--- src/rtl/branch_resolve_unit.sv ---
// branch_resolve_unit: one-stage registered MIPS branch resolver with valid/ready handshake and a 2-bit BHT.
// Define BRANCH_RESOLVE_STATS_EN to build the branch/mispredict statistics counters.
module branch_resolve_unit #(
    parameter int unsigned W         = 32,
    parameter int unsigned BHT_DEPTH = 64
) (
    input  logic         clk,
    input  logic         rst,
    input  logic         in_valid,
    output logic         in_ready,
    input  logic [W-1:0] in_pc,
    input  logic [W-1:0] in_a,
    input  logic [W-1:0] in_b,
    input  logic [5:0]   in_op,
    input  logic [4:0]   in_rt,
    input  logic [15:0]  in_imm,
    input  logic         in_pred_taken,
    input  logic         flush,
    output logic         out_valid,
    input  logic         out_ready,
    output logic         out_is_branch,
    output logic         out_taken,
    output logic [W-1:0] out_target,
    output logic [W-1:0] out_link,
    output logic         out_link_en,
    output logic         out_mispredict,
    input  logic [W-1:0] q_pc,
    output logic         q_taken,
    output logic [31:0]  stat_branches,
    output logic [31:0]  stat_mispredicts
);

    localparam int unsigned IW = $clog2(BHT_DEPTH);

    localparam logic [5:0] OP_REGIMM = 6'b000001;
    localparam logic [5:0] OP_BEQ    = 6'b000100;
    localparam logic [5:0] OP_BNE    = 6'b000101;
    localparam logic [5:0] OP_BLEZ   = 6'b000110;
    localparam logic [5:0] OP_BGTZ   = 6'b000111;

    localparam logic [4:0] RT_BLTZ   = 5'b00000;
    localparam logic [4:0] RT_BGEZ   = 5'b00001;
    localparam logic [4:0] RT_BLTZAL = 5'b10000;
    localparam logic [4:0] RT_BGEZAL = 5'b10001;

    localparam logic [W-1:0] PC_PLUS4 = W'(4);
    localparam logic [W-1:0] PC_PLUS8 = W'(8);

    // Output register state
    logic          out_valid_q, out_valid_d;
    logic          is_branch_q, is_branch_d;
    logic          taken_q, taken_d;
    logic [W-1:0]  target_q, target_d;
    logic [W-1:0]  link_q, link_d;
    logic          link_en_q, link_en_d;
    logic          mispred_q, mispred_d;
    logic [IW-1:0] idx_q;

    // Predictor table
    logic [1:0]    bht_q [BHT_DEPTH];
    logic [1:0]    cnt_cur, cnt_d;

    logic          capture;
    logic          bht_upd;
    logic          a_neg;
    logic          a_zero;
    logic          unused_q_pc;

    assign in_ready = !out_valid_q || out_ready;
    assign capture  = in_valid && in_ready && !flush;
    assign bht_upd  = out_valid_q && out_ready && is_branch_q && !flush;

    assign a_neg  = in_a[W-1];
    assign a_zero = (in_a == '0);

    always_comb begin
        is_branch_d = 1'b0;
        taken_d     = 1'b0;
        link_en_d   = 1'b0;
        case (in_op)
            OP_BEQ: begin
                is_branch_d = 1'b1;
                taken_d     = (in_a == in_b);
            end
            OP_BNE: begin
                is_branch_d = 1'b1;
                taken_d     = (in_a != in_b);
            end
            OP_BLEZ: begin
                is_branch_d = 1'b1;
                taken_d     = a_neg || a_zero;
            end
            OP_BGTZ: begin
                is_branch_d = 1'b1;
                taken_d     = !a_neg && !a_zero;
            end
            OP_REGIMM: begin
                case (in_rt)
                    RT_BLTZ, RT_BLTZAL: begin
                        is_branch_d = 1'b1;
                        taken_d     = a_neg;
                        link_en_d   = in_rt[4];
                    end
                    RT_BGEZ, RT_BGEZAL: begin
                        is_branch_d = 1'b1;
                        taken_d     = !a_neg;
                        link_en_d   = in_rt[4];
                    end
                    default: ;
                endcase
            end
            default: ;
        endcase
    end

    assign mispred_d = is_branch_d && (taken_d != in_pred_taken);
    assign target_d  = in_pc + PC_PLUS4 + {{(W-18){in_imm[15]}}, in_imm, 2'b00};
    assign link_d    = in_pc + PC_PLUS8;

    // Flush wins over both a new capture and a consumer handshake.
    always_comb begin
        out_valid_d = out_valid_q;
        if (flush) begin
            out_valid_d = 1'b0;
        end else if (capture) begin
            out_valid_d = 1'b1;
        end else if (out_ready) begin
            out_valid_d = 1'b0;
        end
    end

    always_ff @(posedge clk or posedge rst) begin
        if (rst) begin
            out_valid_q <= 1'b0;
            is_branch_q <= 1'b0;
            taken_q     <= 1'b0;
            target_q    <= '0;
            link_q      <= '0;
            link_en_q   <= 1'b0;
            mispred_q   <= 1'b0;
            idx_q       <= '0;
        end else begin
            out_valid_q <= out_valid_d;
            if (capture) begin
                is_branch_q <= is_branch_d;
                taken_q     <= taken_d;
                target_q    <= target_d;
                link_q      <= link_d;
                link_en_q   <= link_en_d;
                mispred_q   <= mispred_d;
                idx_q       <= in_pc[IW+1:2];
            end
        end
    end

    assign cnt_cur = bht_q[idx_q];

    always_comb begin
        cnt_d = cnt_cur;
        if (taken_q) begin
            if (cnt_cur != 2'b11) begin
                cnt_d = cnt_cur + 2'b01;
            end
        end else begin
            if (cnt_cur != 2'b00) begin
                cnt_d = cnt_cur - 2'b01;
            end
        end
    end

    always_ff @(posedge clk or posedge rst) begin
        if (rst) begin
            for (int unsigned i = 0; i < BHT_DEPTH; i++) begin
                bht_q[i] <= 2'b01;
            end
        end else if (bht_upd) begin
            bht_q[idx_q] <= cnt_d;
        end
    end

    // Table read sees the registered state, so a same-cycle update is not forwarded.
    assign q_taken     = bht_q[q_pc[IW+1:2]][1];
    assign unused_q_pc = ^{q_pc[W-1:IW+2], q_pc[1:0]};

    assign out_valid      = out_valid_q;
    assign out_is_branch  = is_branch_q;
    assign out_taken      = taken_q;
    assign out_target     = target_q;
    assign out_link       = link_q;
    assign out_link_en    = link_en_q;
    assign out_mispredict = mispred_q;

`ifdef BRANCH_RESOLVE_STATS_EN
    logic [31:0] stat_br_q;
    logic [31:0] stat_mp_q;

    always_ff @(posedge clk or posedge rst) begin
        if (rst) begin
            stat_br_q <= '0;
            stat_mp_q <= '0;
        end else if (bht_upd) begin
            stat_br_q <= stat_br_q + 32'd1;
            if (mispred_q) begin
                stat_mp_q <= stat_mp_q + 32'd1;
            end
        end
    end

    assign stat_branches    = stat_br_q;
    assign stat_mispredicts = stat_mp_q;
`else
    assign stat_branches    = '0;
    assign stat_mispredicts = '0;
`endif

endmodule

--- config.mk ---
export PLATFORM = sky130hd
export DESIGN_NAME = branch_resolve_unit
export DESIGN_NICKNAME = d
export VERILOG_FILES = /design/src/rtl/branch_resolve_unit.sv
export SDC_FILE = /design/constraint.sdc
export NUM_CORES = 1
export LEC_CHECK = 0
export CAP_MARGIN = 10
export CORE_MARGIN = 3
export CORE_UTILIZATION = 35
export CTS_BUF_LIST = sky130_fd_sc_hd__clkbuf_2
export DETAILED_ROUTE_END_ITERATION = 8
export GPL_ROUTABILITY_DRIVEN = 0
export GPL_TIMING_DRIVEN = 0
export HOLD_SLACK_MARGIN = 0.02
export PLACE_DENSITY = 0.61
export SYNTH_ARGS = -nofsm -noshare
export SYNTH_HDL_FRONTEND = slang
export SYNTH_SLANG_ARGS = --single-unit
--- constraint.sdc ---
create_clock -name clk -period 8.5 [get_ports clk]
set_clock_uncertainty 0.15 [all_clocks]
set_input_delay 2.125 -clock clk [delete_from_list [all_inputs] [get_ports clk]]
set_output_delay 2.125 -clock clk [all_outputs]
set_load 0.02 [all_outputs]
==> summary.md <==
| Metric | Value |
|---|---|
| Vias in the first global route | `10,600` |
| Bufs and invs on worst path | `3` |
| Slowest CP cell | `buf_1` |
| Worst-path clk slew | `0.24 ns` |
| Most frequent cells in the layout | `clkdlybuf4s50_1 (203), nor2_1 (153), dfrtp_1 (136)` |
| Fillers | `3,347` |
| Layout area overhead | `24.5%` |
| Final setup vio count | `0` |
| Area of the multi-input gates | `0.00689 mm^2` |
| Core area | `0.0350 mm^2` |
| H-tree Lvls | `4` |
| Tmin final | `8.01 ns` |
| DRT Pass-1 Iters | `9` |
| Number of distinct library cells after synthesis | `70` |
| Mapped Avg Cell Area | `between 9 and 10 um^2` |
| CTS buffer count | `17` |
| Final Cell Area | `about 0.016 mm^2` |
| Clk_lat worst skew | `a little over 0.8 ns` |
| Detailed-placement wirelength estimate | `roughly 30,000 um` |
| Initial drt markers | `744` |
| Vias/cell | `around 5.2` |
| Largest net degree at the start of global routing | `~100` |
| Synthesized flop and latch total | `200` |
| Final worst-path cycle share | `94.2%` |
| Leakage power | `around 0.0067 uW` |
| Clock tree buffer depth | `2` |
| WL/cell | `19.5 um` |
| Cell area after synthesis | `0.0126 mm^2` |
| CP Max Fanout | `10` |
| Worst VDD drop | `0.0807 mV` |
| Die width | `around 200 um` |
| FF/Latch Area | `0.00508 mm^2` |
| Number of synthesis warnings | `0` |
| Cells after Synth | `1,266` |
| Arr. time, crit path | `5.74 ns` |
| Row cnt | `68` |
| Final WS setup | `~0.5 ns` |
| Die H | `196 um` |
| Worst slack at placement | `0.447 ns` |
| DR vias | `10,400` |
| Max Slew Vio Count | `0` |
| EDFF count, synth | `0` |
| Nets | `1,772` |
| R2R cell count | `10` |
| Share of cells above drive strength 1 | `19.7%` |
| CTS root buf | `clkbuf_2` |
| Total wire length | `approximately 39,000 um` |
| RSZ-0062 raised after global routing | `false` |
| Setup slack, reg-to-reg | `around 4.3 ns` |
| Post-route DRC | `0` |
| Max Fclk | `between 100 and 150 MHz` |
| Post_cts resized | `0` |
| Worst rel slew slack | `31.8%` |
| Initial Util | `36.0%` |
| PortBufs | `slightly above 200` |
| Critical Path Source Type | `input pin` |
| Worst Hold End | `out_target[14]` |
| CTS tree | `built` |
| Post-synth ARST share | `100%` |
| Status | `completed` |
| Worst Path Required | `6.23 ns` |
| Hold buffers post-CTS | `0` |
| Family with the most delay on the worst path | `buffers and inverters` |
| Seq/Total Area, Yosys | `40.4%` |
| Crit path cell chain | `clkbuf_1 -> buf_1 -> mux4_2 -> mux4_2 -> mux4_2 -> clkdlybuf4s50_1` |
| Pwr Total | `2370 uW` |
| Ports | `296` |
| Die area | `roughly 0.038 mm^2` |
| WS Path Type | `input pin to output pin` |
| Initial antenna violation count | `2` |
| Most common cell after layout, fill and taps aside | `clkdlybuf4s50_1` |
| MaxCap Viol Count | `0` |
| Reg2reg start | `idx_q[2]` |
| Tot GR Track Use | `20.4%` |
| Critical path's largest stage delay | `0.83 ns` |
| Most used cell along the critical path | `mux4_2` |
| Post-CTS Setup Bufs | `0` |
| Placed Area | `between 0.015 and 0.02 mm^2` |
| First-pass GRT wire length | `61,600 um` |
| Final hold vios | `0` |
| Cell count of the worst hold path | `2` |
| Tightest Pin Transition | `1.02 ns` |
| Clk sink count | `200` |
| Reg-to-Reg End | `bht_q[103]` |
| Routed Antenna Nets | `0` |
| Synth Flop Type | `dfrtp_1` |
| Gr ovfl total | `0` |
| Worst hold path class | `flip-flop to flip-flop` |
| Hold path start | `out_target[14]` |
| Power per cell area | `~150 mW/mm^2` |
| Nature of the critical path endpoint | `output pin` |
## worst max path at each step
stage | cells past startpoint | slack (ns) | endpoint | from
5_1_grt | 6 | 0.33 | q_taken | q_pc[2]
6_report | 6 | 0.49 | q_taken | q_pc[2]
2_1_floorplan | 1 | 0.88 | bht_q[101] | rst
3_3_place_gp | 2 | -2.09 | out_link[24] | rst
4_1_cts | 6 | 0.45 | q_taken | q_pc[2]
3_5_place_dp | 6 | 0.45 | q_taken | q_pc[2]
## per-layer routing
layer  up-vias  wire length [um]  global-route usage, %
li1       4967                 -                      -
met4         0               592                   4.30
met1      5067             16900                   27.3
met3        48              3110                   6.04
met2       357             18700                   33.0
met5         -                 0                      0
## per-stage QoR
stage	setup TNS, ns	std cells	hold slack, ns	utilization, %
2_1_floorplan	0	1329	0.308	-
3_3_place_gp	-282.85	1987	0.312	44.1
3_5_place_dp	0	1988	0.316	44.2
4_1_cts	0	2020	0.369	44.8
5_1_grt	0	2021	0.394	44.8
6_report	0	2021	0.364	44.8
## Yosys cell counts, types with 6 or more instances
master    count  area, um^2
nand2_1     124         465
a21o_1       13        97.6
buf_1         9        33.8
inv_1        16        60.1
o21ai_0      78         390
nand4_1      24         150
clkbuf_1     31         116
ha_1         58         726
dfstp_2      64        1680
a21oi_1      91         455
nand3_1      26         130
buf_4        69         518
a31oi_1       9        56.3
mux2i_1      15         150
and3_1        6        37.5
nor3_1        9        45.0
nor4_1       10        62.6
xor2_1       31         272
and3b_1       6        52.6
mux4_2       35         788
dfrtp_1     136        3400
buf_2        18        90.1
nor2_1      153         574
o211ai_1      6        45.0
o21bai_1      7        52.6
nand3b_1      7        52.6
mux2_2       70         788
xnor2_1      57         499
## layout make-up
| cell class | instances | area share (%) |
|---|---|---|
| clock buffer | 20 | 0.639 |
| tap | 455 | 3.64 |
| buffer | 129 | 4.95 |
| inverter | 17 | 0.455 |
| sequential | 200 | 32.5 |
| timing repair buffer | 204 | 13.2 |
| multi-input combinational | 983 | 44.0 |
| clock inverter | 12 | 0.663 |
| antenna | 1 | 0.0160 |
## cells by family (layout without fill, tap and decap cells)
kind of cell | after synthesis | after routing | synth area share, %
AOI/OAI and AO/OA | 248 | 248 | 11.6
xor gates and xnor gates | 88 | 88 | 6.13
adders and majority gates | 60 | 60 | 6.02
buffers and inverters | 146 | 382 | 6.67
DFF | 200 | 200 | 40.4
muxes | 125 | 125 | 14.5
other | 1 | 65 | 0.0298
and+or+nand+nor | 398 | 398 | 14.6
## worst min-delay path, stage by stage, from the launching register on
cell	delay, ns
dfrtp_1	0.40
nand2_1	0.04
o21ai_0	0.06
## flip-flops by register name (all words and copies together) (netlist names)
register	cells
out_mispredict	1
out_link	30
idx_q	5
bht_q	128
out_link_en	1
out_target	32
out_is_branch	1
out_valid	1
out_taken	1
## where the power goes
part	total, uW	internal, uW	leakage (uW)	switching, uW
clock	460	109	0.000132	351
combinational	833	348	0.00412	485
sequential	1070	1030	0.00245	46.3
(Power assumes the default switching activity.)
